<file path="src/rtl/dds_lag_check_sequencer_if.sv">
// DDS channel stream feeding the lag-check sequencer: one word per cycle, qualified by in_valid.
`timescale 1ns/1ps
interface dds_lag_check_sequencer_if #(
   parameter int unsigned CH_W  = 8,
   parameter int unsigned LAG_W = 16
) ();
   logic             in_valid;
   logic [CH_W-1:0]  in_ch;
   logic [LAG_W-1:0] in_lag;

   modport master (output in_valid, in_ch, in_lag);
   modport slave  (input  in_valid, in_ch, in_lag);
endinterface

</file>
<file path="src/rtl/dds_lag_check_sequencer.sv">
// Captures the lag word of one selected DDS channel into a tagged 32-bit readback word,
// sequencing capture / hold / re-arm so software always reads a stable value.
`timescale 1ns/1ps
module dds_lag_check_sequencer #(
   parameter int unsigned CH_W        = 8,
   parameter int unsigned LAG_W       = 16,
   parameter int unsigned HOLD_CYC    = 256,
   parameter int unsigned TIMEOUT_CYC = 1024
) (
   input  logic                     user_clk,
   input  logic                     user_rst,
   input  logic                     cfg_en,
   input  logic [CH_W-1:0]          cfg_ch,
   dds_lag_check_sequencer_if.slave dds,
   output logic [31:0]              reg_data,
   output logic                     capture_strobe,
   output logic                     busy
);
   localparam int unsigned HOLD_W = $clog2(HOLD_CYC);
   localparam int unsigned SEEK_W = $clog2(TIMEOUT_CYC);
   localparam logic [HOLD_W-1:0] HOLD_LAST = HOLD_W'(HOLD_CYC - 1);
   localparam logic [SEEK_W-1:0] SEEK_LAST = SEEK_W'(TIMEOUT_CYC - 1);

   typedef enum logic [1:0] {IDLE, SEEK, HOLD} state_t;

   state_t            state_q,    state_d;
   logic [CH_W-1:0]   ch_lat_q,   ch_lat_d;
   logic [SEEK_W-1:0] seek_cnt_q, seek_cnt_d;
   logic [HOLD_W-1:0] hold_cnt_q, hold_cnt_d;
   logic              valid_q,    valid_d;
   logic              tout_q,     tout_d;
   logic [5:0]        seq_q,      seq_d;
   logic [23:0]       lag_q,      lag_d;
   logic              strobe_q,   strobe_d;
   logic              busy_q,     busy_d;

   logic match;
   logic ch_change;

   always_comb begin
      state_d    = state_q;
      ch_lat_d   = ch_lat_q;
      seek_cnt_d = seek_cnt_q;
      hold_cnt_d = hold_cnt_q;
      valid_d    = valid_q;
      tout_d     = tout_q;
      seq_d      = seq_q;
      lag_d      = lag_q;
      strobe_d   = 1'b0;

      match     = dds.in_valid && (dds.in_ch == ch_lat_q);
      ch_change = (cfg_ch != ch_lat_q);

      // A channel change outranks a match: a word matching the old channel is stale.
      if (!cfg_en) begin
         state_d = IDLE;
      end else begin
         case (state_q)
            IDLE: begin
               state_d    = SEEK;
               ch_lat_d   = cfg_ch;
               seek_cnt_d = '0;
            end
            SEEK: begin
               if (ch_change) begin
                  ch_lat_d   = cfg_ch;
                  valid_d    = 1'b0;
                  tout_d     = 1'b0;
                  seek_cnt_d = '0;
               end else if (match) begin
                  lag_d      = 24'(dds.in_lag);
                  valid_d    = 1'b1;
                  tout_d     = 1'b0;
                  seq_d      = seq_q + 6'd1;
                  strobe_d   = 1'b1;
                  hold_cnt_d = '0;
                  state_d    = HOLD;
               end else if (seek_cnt_q == SEEK_LAST) begin
                  valid_d    = 1'b0;
                  tout_d     = 1'b1;
                  seek_cnt_d = '0;
               end else begin
                  seek_cnt_d = seek_cnt_q + 1'b1;
               end
            end
            HOLD: begin
               if (ch_change) begin
                  ch_lat_d   = cfg_ch;
                  valid_d    = 1'b0;
                  tout_d     = 1'b0;
                  seek_cnt_d = '0;
                  state_d    = SEEK;
               end else if (hold_cnt_q == HOLD_LAST) begin
                  seek_cnt_d = '0;
                  state_d    = SEEK;
               end else begin
                  hold_cnt_d = hold_cnt_q + 1'b1;
               end
            end
            default: state_d = IDLE;
         endcase
      end

      busy_d = (state_d != IDLE);
   end

   always_ff @(posedge user_clk) begin
      if (user_rst) begin
         state_q    <= IDLE;
         ch_lat_q   <= '0;
         seek_cnt_q <= '0;
         hold_cnt_q <= '0;
         valid_q    <= 1'b0;
         tout_q     <= 1'b0;
         seq_q      <= '0;
         lag_q      <= '0;
         strobe_q   <= 1'b0;
         busy_q     <= 1'b0;
      end else begin
         state_q    <= state_d;
         ch_lat_q   <= ch_lat_d;
         seek_cnt_q <= seek_cnt_d;
         hold_cnt_q <= hold_cnt_d;
         valid_q    <= valid_d;
         tout_q     <= tout_d;
         seq_q      <= seq_d;
         lag_q      <= lag_d;
         strobe_q   <= strobe_d;
         busy_q     <= busy_d;
      end
   end

   assign reg_data       = {valid_q, tout_q, seq_q, lag_q};
   assign capture_strobe = strobe_q;
   assign busy           = busy_q;

   strobe_single_cycle: assert property (@(posedge user_clk) disable iff (user_rst)
      capture_strobe |=> !capture_strobe);
endmodule

</file>
<file path="src/flat_wrapper.sv">
// flat-port wrapper written by rule: the top's interface ports become plain ports
module dds_lag_check_sequencer_flat 
#(
   parameter int unsigned CH_W        = 8,
   parameter int unsigned LAG_W       = 16,
   parameter int unsigned HOLD_CYC    = 256,
   parameter int unsigned TIMEOUT_CYC = 1024
)
  (user_clk, user_rst, cfg_en, cfg_ch, reg_data, capture_strobe, busy, dds_in_valid, dds_in_ch, dds_in_lag);
  dds_lag_check_sequencer_if #(.CH_W(CH_W), .LAG_W(LAG_W)) dds_i ();
  input  logic user_clk;
  input  logic user_rst;
  input  logic cfg_en;
  input  logic [CH_W-1:0] cfg_ch;
  output logic [31:0] reg_data;
  output logic capture_strobe;
  output logic busy;
  input wire logic [$bits(dds_i.in_valid)-1:0] dds_in_valid;
  input wire logic [$bits(dds_i.in_ch)-1:0] dds_in_ch;
  input wire logic [$bits(dds_i.in_lag)-1:0] dds_in_lag;
  assign dds_i.in_valid = dds_in_valid;
  assign dds_i.in_ch = dds_in_ch;
  assign dds_i.in_lag = dds_in_lag;
  dds_lag_check_sequencer #(.CH_W(CH_W), .LAG_W(LAG_W), .HOLD_CYC(HOLD_CYC), .TIMEOUT_CYC(TIMEOUT_CYC)) u_core (.user_clk(user_clk), .user_rst(user_rst), .cfg_en(cfg_en), .cfg_ch(cfg_ch), .dds(dds_i), .reg_data(reg_data), .capture_strobe(capture_strobe), .busy(busy));
endmodule
</file>
<file path="config.mk">
export PLATFORM = sky130hd
export DESIGN_NAME = dds_lag_check_sequencer_flat
export DESIGN_NICKNAME = d
export VERILOG_FILES = /design/src/rtl/dds_lag_check_sequencer_if.sv /design/src/rtl/dds_lag_check_sequencer.sv /design/src/flat_wrapper.sv
export SDC_FILE = /design/constraint.sdc
export NUM_CORES = 1
export LEC_CHECK = 0
export BUFFER_PORTS_ARGS = -buffer_cell sky130_fd_sc_hd__buf_2
export CELL_PAD_IN_SITES_DETAIL_PLACEMENT = 1
export CELL_PAD_IN_SITES_GLOBAL_PLACEMENT = 1
export CORE_MARGIN = 8
export CORE_UTILIZATION = 35
export CTS_CLUSTER_DIAMETER = 80
export DETAILED_ROUTE_END_ITERATION = 16
export PLACE_DENSITY_LB_ADDON = 0.1
export SLEW_MARGIN = 20
export SYNTH_ARGS = -nofsm -noshare
export SYNTH_HDL_FRONTEND = slang
export SYNTH_SLANG_ARGS = --single-unit
</file>
<file path="constraint.sdc">
create_clock -name user_clk -period 5.89 [get_ports user_clk]
set_input_delay 0.589 -clock user_clk [delete_from_list [all_inputs] [get_ports user_clk]]
set_output_delay 0.589 -clock user_clk [all_outputs]
set_load 0.05 [all_outputs]
</file>
==> impl_summary.md <==
Status
The flow ran to the end, and the final reports show no timing, DRC or antenna violations.

CTS
The buffer count from post-CTS setup fixing is 0. The clock latency on the worst-skew pair is 0.32 ns. The number of buffers added by the clock tree synthesis step is 5.

The clock-pin slew reported for the worst setup and hold paths after clock tree synthesis is 0.10 ns. The buffer cell driving the clock tree root is clkbuf_8. The number of hold buffers added after CTS was 0. The deepest clock path buffer count is 2. The count of cells resized by post-cts repair is 0. The H-tree depth is 2.

TritonCTS built the clock tree. The clock sink total is 54.

Route
The first-iteration detailed-routing DRC count is 43. After detailed routing, the number of remaining DRC violations is 0. The number of iterations in the first detailed-routing pass is 5. The detailed router placed 2481 vias in this run. After detailed routing, the total wire length is 7587 um.

The post-detailed-route count of antenna-violating nets is 0. The wire length per cell after detailed routing is 15.74 um. The post-detailed-route via-to-cell ratio is 5.147.

Critical path
STA puts the critical path data required time at 6.12 ns. The critical path startpoint category is a flop. The type of the worst setup path is reg2reg. The start of the worst register-to-register path is u_core.state_q[1]$_SDFF_PP0_. In this run the worst path has a maximum fanout of 12.

The most critical setup path has its startpoint at u_core.state_q[1]$_SDFF_PP0_. The worst setup path is captured at a flop. At the worst endpoint, the arrival time is 2.86 ns.

Timing
Static timing analysis puts the maximum clock frequency at 379.9 MHz. The total negative slack for setup checks is 0 ns. The number of max-slew violations in the final report is 0. Measured against its own limit, the worst slew margin works out to 0.3736. The period utilization is 0.4469.

The shortest clock period the worst path allows after layout is 2.632 ns. Across all setup checks in the final design, the least slack found is 3.258 ns. The measured slew at the worst slew-check pin is 0.9396 ns. The clock arrives with 0.01082 ns of skew.

The number of failing hold endpoints at the final stage is 0. The number of setup violations in the final report is 0. Setup repair after global routing left no endpoint under its margin.

Cells and area
The share of final-layout standard cells stronger than drive strength 1 is 0.2281. The layout has 971 filler cells. The repair_antennas step left the layout with diodes totalling 0.

The commonest non-fill, non-tap cell in the layout is buf_2. The net count of the finished layout is 419. From synthesis to final layout, the design area changed by 15.09%.

In the layout the commonest cells are buf_2 (61), dfxtp_1 (54), nor2_1 (41).

GRT
The initial antenna violation count came to 1. The maximum number of pins on one net before global-route repair is 49. The wire length of the first global-routing pass is 12670 um. The overall fraction of global-route tracks in use is 0.1346. The total overflow reported by the global router is 0.

The number of global-route vias before repair came to 2541.

Placed design
The count of buffers added on input and output ports is 61. The HPWL after detailed placement is 5804 um. The worst-case setup slack after placement is 3.024 ns. The weighted congestion at the end of routability-driven global placement is 0.7593.

Power
In this run the power density over the cells is 214.0 mW/mm^2. Summed over all cells, the static leakage comes to 1.366 nW. The maximum ir drop on the vdd rail is 0.07996 mV.

Synth
After synthesis the netlist holds a flip-flop and latch count of 54. The async set-or-reset flop fraction in the synthesized netlist is 0. The mean cell area of the mapped netlist is 9.033 sq um. The mapped netlist covers 0.002918 sq mm. The share of the Yosys chip area taken by registers is 0.3705.

For this run, the leading register cell type out of synthesis is dfxtp_1. In this run, distinct cell masters in the synthesized netlist total 52. The post-synthesis cell count is 323. The number of synthesis warnings is 0. The number of enable-type register cells in the synthesized netlist is 0.

Floorplanning
The die is 107.3 um tall. The die covers 0.01151 sq mm. For this configuration, the core starts out at a cell density of 0.3587. The total I/O pin count is 70. After floorplanning, the core was divided into 33 placement rows.

The width of the die is 107.3 um. The area of the core is 0.008134 sq mm.

Worst hold path
The class of the worst hold path is reg2reg. The hold path startpoint is u_core.lag_q[13]$_SDFFE_PP0P_.

Run
The tool flagged a number of max-cap violations equal to 0.
==> cell families (layout without fill, tap and decap cells) <==
group	after synthesis	count (layout)	share of synthesized area
and+or+nand+nor	123	123	0.2273
buffers and inverters	34	81	0.06475
muxes	31	31	0.1076
other	1	8	0.001285
xor gates and xnor gates	18	18	0.05403
AOI/OAI and AO/OA	55	55	0.1445
adders and majority gates	7	7	0.03002
DFF	54	54	0.3705
==> power by group <==
part / switching [mW] / leakage [nW] / internal [mW]
Sequential: 0.00483 / 0.437 / 0.370
Clock: 0.133 / 0.0585 / 0.128
Combinational: 0.0555 / 0.871 / 0.0274
==> state kept, by name (all words and copies together), names as in the netlist <==
| signal | count |
|---|---|
| u_core.valid_q | 1 |
| u_core.busy | 1 |
| u_core.hold_cnt_q | 8 |
| u_core.tout_q | 1 |
| u_core.ch_lat_q | 8 |
| u_core.capture_strobe | 1 |
| u_core.state_q | 2 |
| u_core.seek_cnt_q | 10 |
| u_core.seq_q | 6 |
| u_core.lag_q | 16 |
==> critical path, stage by stage, from the launching register on <==
cell and delay (ns):
dfxtp_1 0.36, inv_1 0.13, ha_1 0.48, inv_1 0.26, a31oi_1 0.25, and3_1 0.30, o2111a_1 0.35, a41oi_1 0.15
a311oi_1 0.25
==> layer usage <==
layer,share of wire,vias to the layer above,GRT usage
li1,-,1245,-
met1,0.47,1167,0.1676
met2,0.45,56,0.2127
met3,0.063,11,0.04251
met4,0.014,2,0.04824
met5,0.0011,-,0
==> cell usage after synthesis (all sizes together) (5+ instances only) <==
master | instances | share of area
nand2 | 22 | 0.029
dfxtp | 54 | 0.37
clkbuf | 8 | 0.010
nand3 | 14 | 0.024
a21oi | 18 | 0.036
nand4 | 7 | 0.015
nor3 | 7 | 0.014
xor2 | 16 | 0.048
o21ai | 9 | 0.017
nor2 | 41 | 0.053
buf | 15 | 0.040
and3 | 7 | 0.015
inv | 11 | 0.014
mux2i | 28 | 0.096
and4 | 5 | 0.015
ha | 7 | 0.030
==> worst paths after layout <==
path                            slack [ns]                                 to  cells after the start
worst max-delay path                  3.26  u_core.seek_cnt_q[4]$_SDFFE_PP0P_                      8
worst min-delay path                  0.50      u_core.lag_q[13]$_SDFFE_PP0P_                      2
worst max register to register        3.26  u_core.seek_cnt_q[4]$_SDFFE_PP0P_                      8
worst min register to register        0.50      u_core.lag_q[13]$_SDFFE_PP0P_                      2
==> through the flow <==
step | util | instance area [sq um] | cells | hold slack (ns) | power (mW)
global placement | 0.3990 | 3246 | 474 | 0.4670 | 0.4654
floorplan | - | 2944 | 330 | 0.4500 | 0.4447
CTS | 0.4129 | 3358 | 482 | 0.4913 | 0.7304
detailed placement | 0.3990 | 3246 | 474 | 0.4799 | 0.4670
global route | 0.4129 | 3358 | 482 | 0.4980 | 0.7522
finish | 0.4129 | 3358 | 482 | 0.4955 | 0.7186
==> area by class of cell <==
class	count	area, sq um	share of cell area
Tap cell	105	131.4	0.03912
Multi-Input combinational cell	242	1679	0.5000
Timing Repair Buffer	62	312.8	0.09314
Inverter	11	41.29	0.01230
Clock buffer	5	68.82	0.02049
Sequential cell	54	1081	0.3219
Clock inverter	3	43.79	0.01304
(Power assumes the default switching activity.)
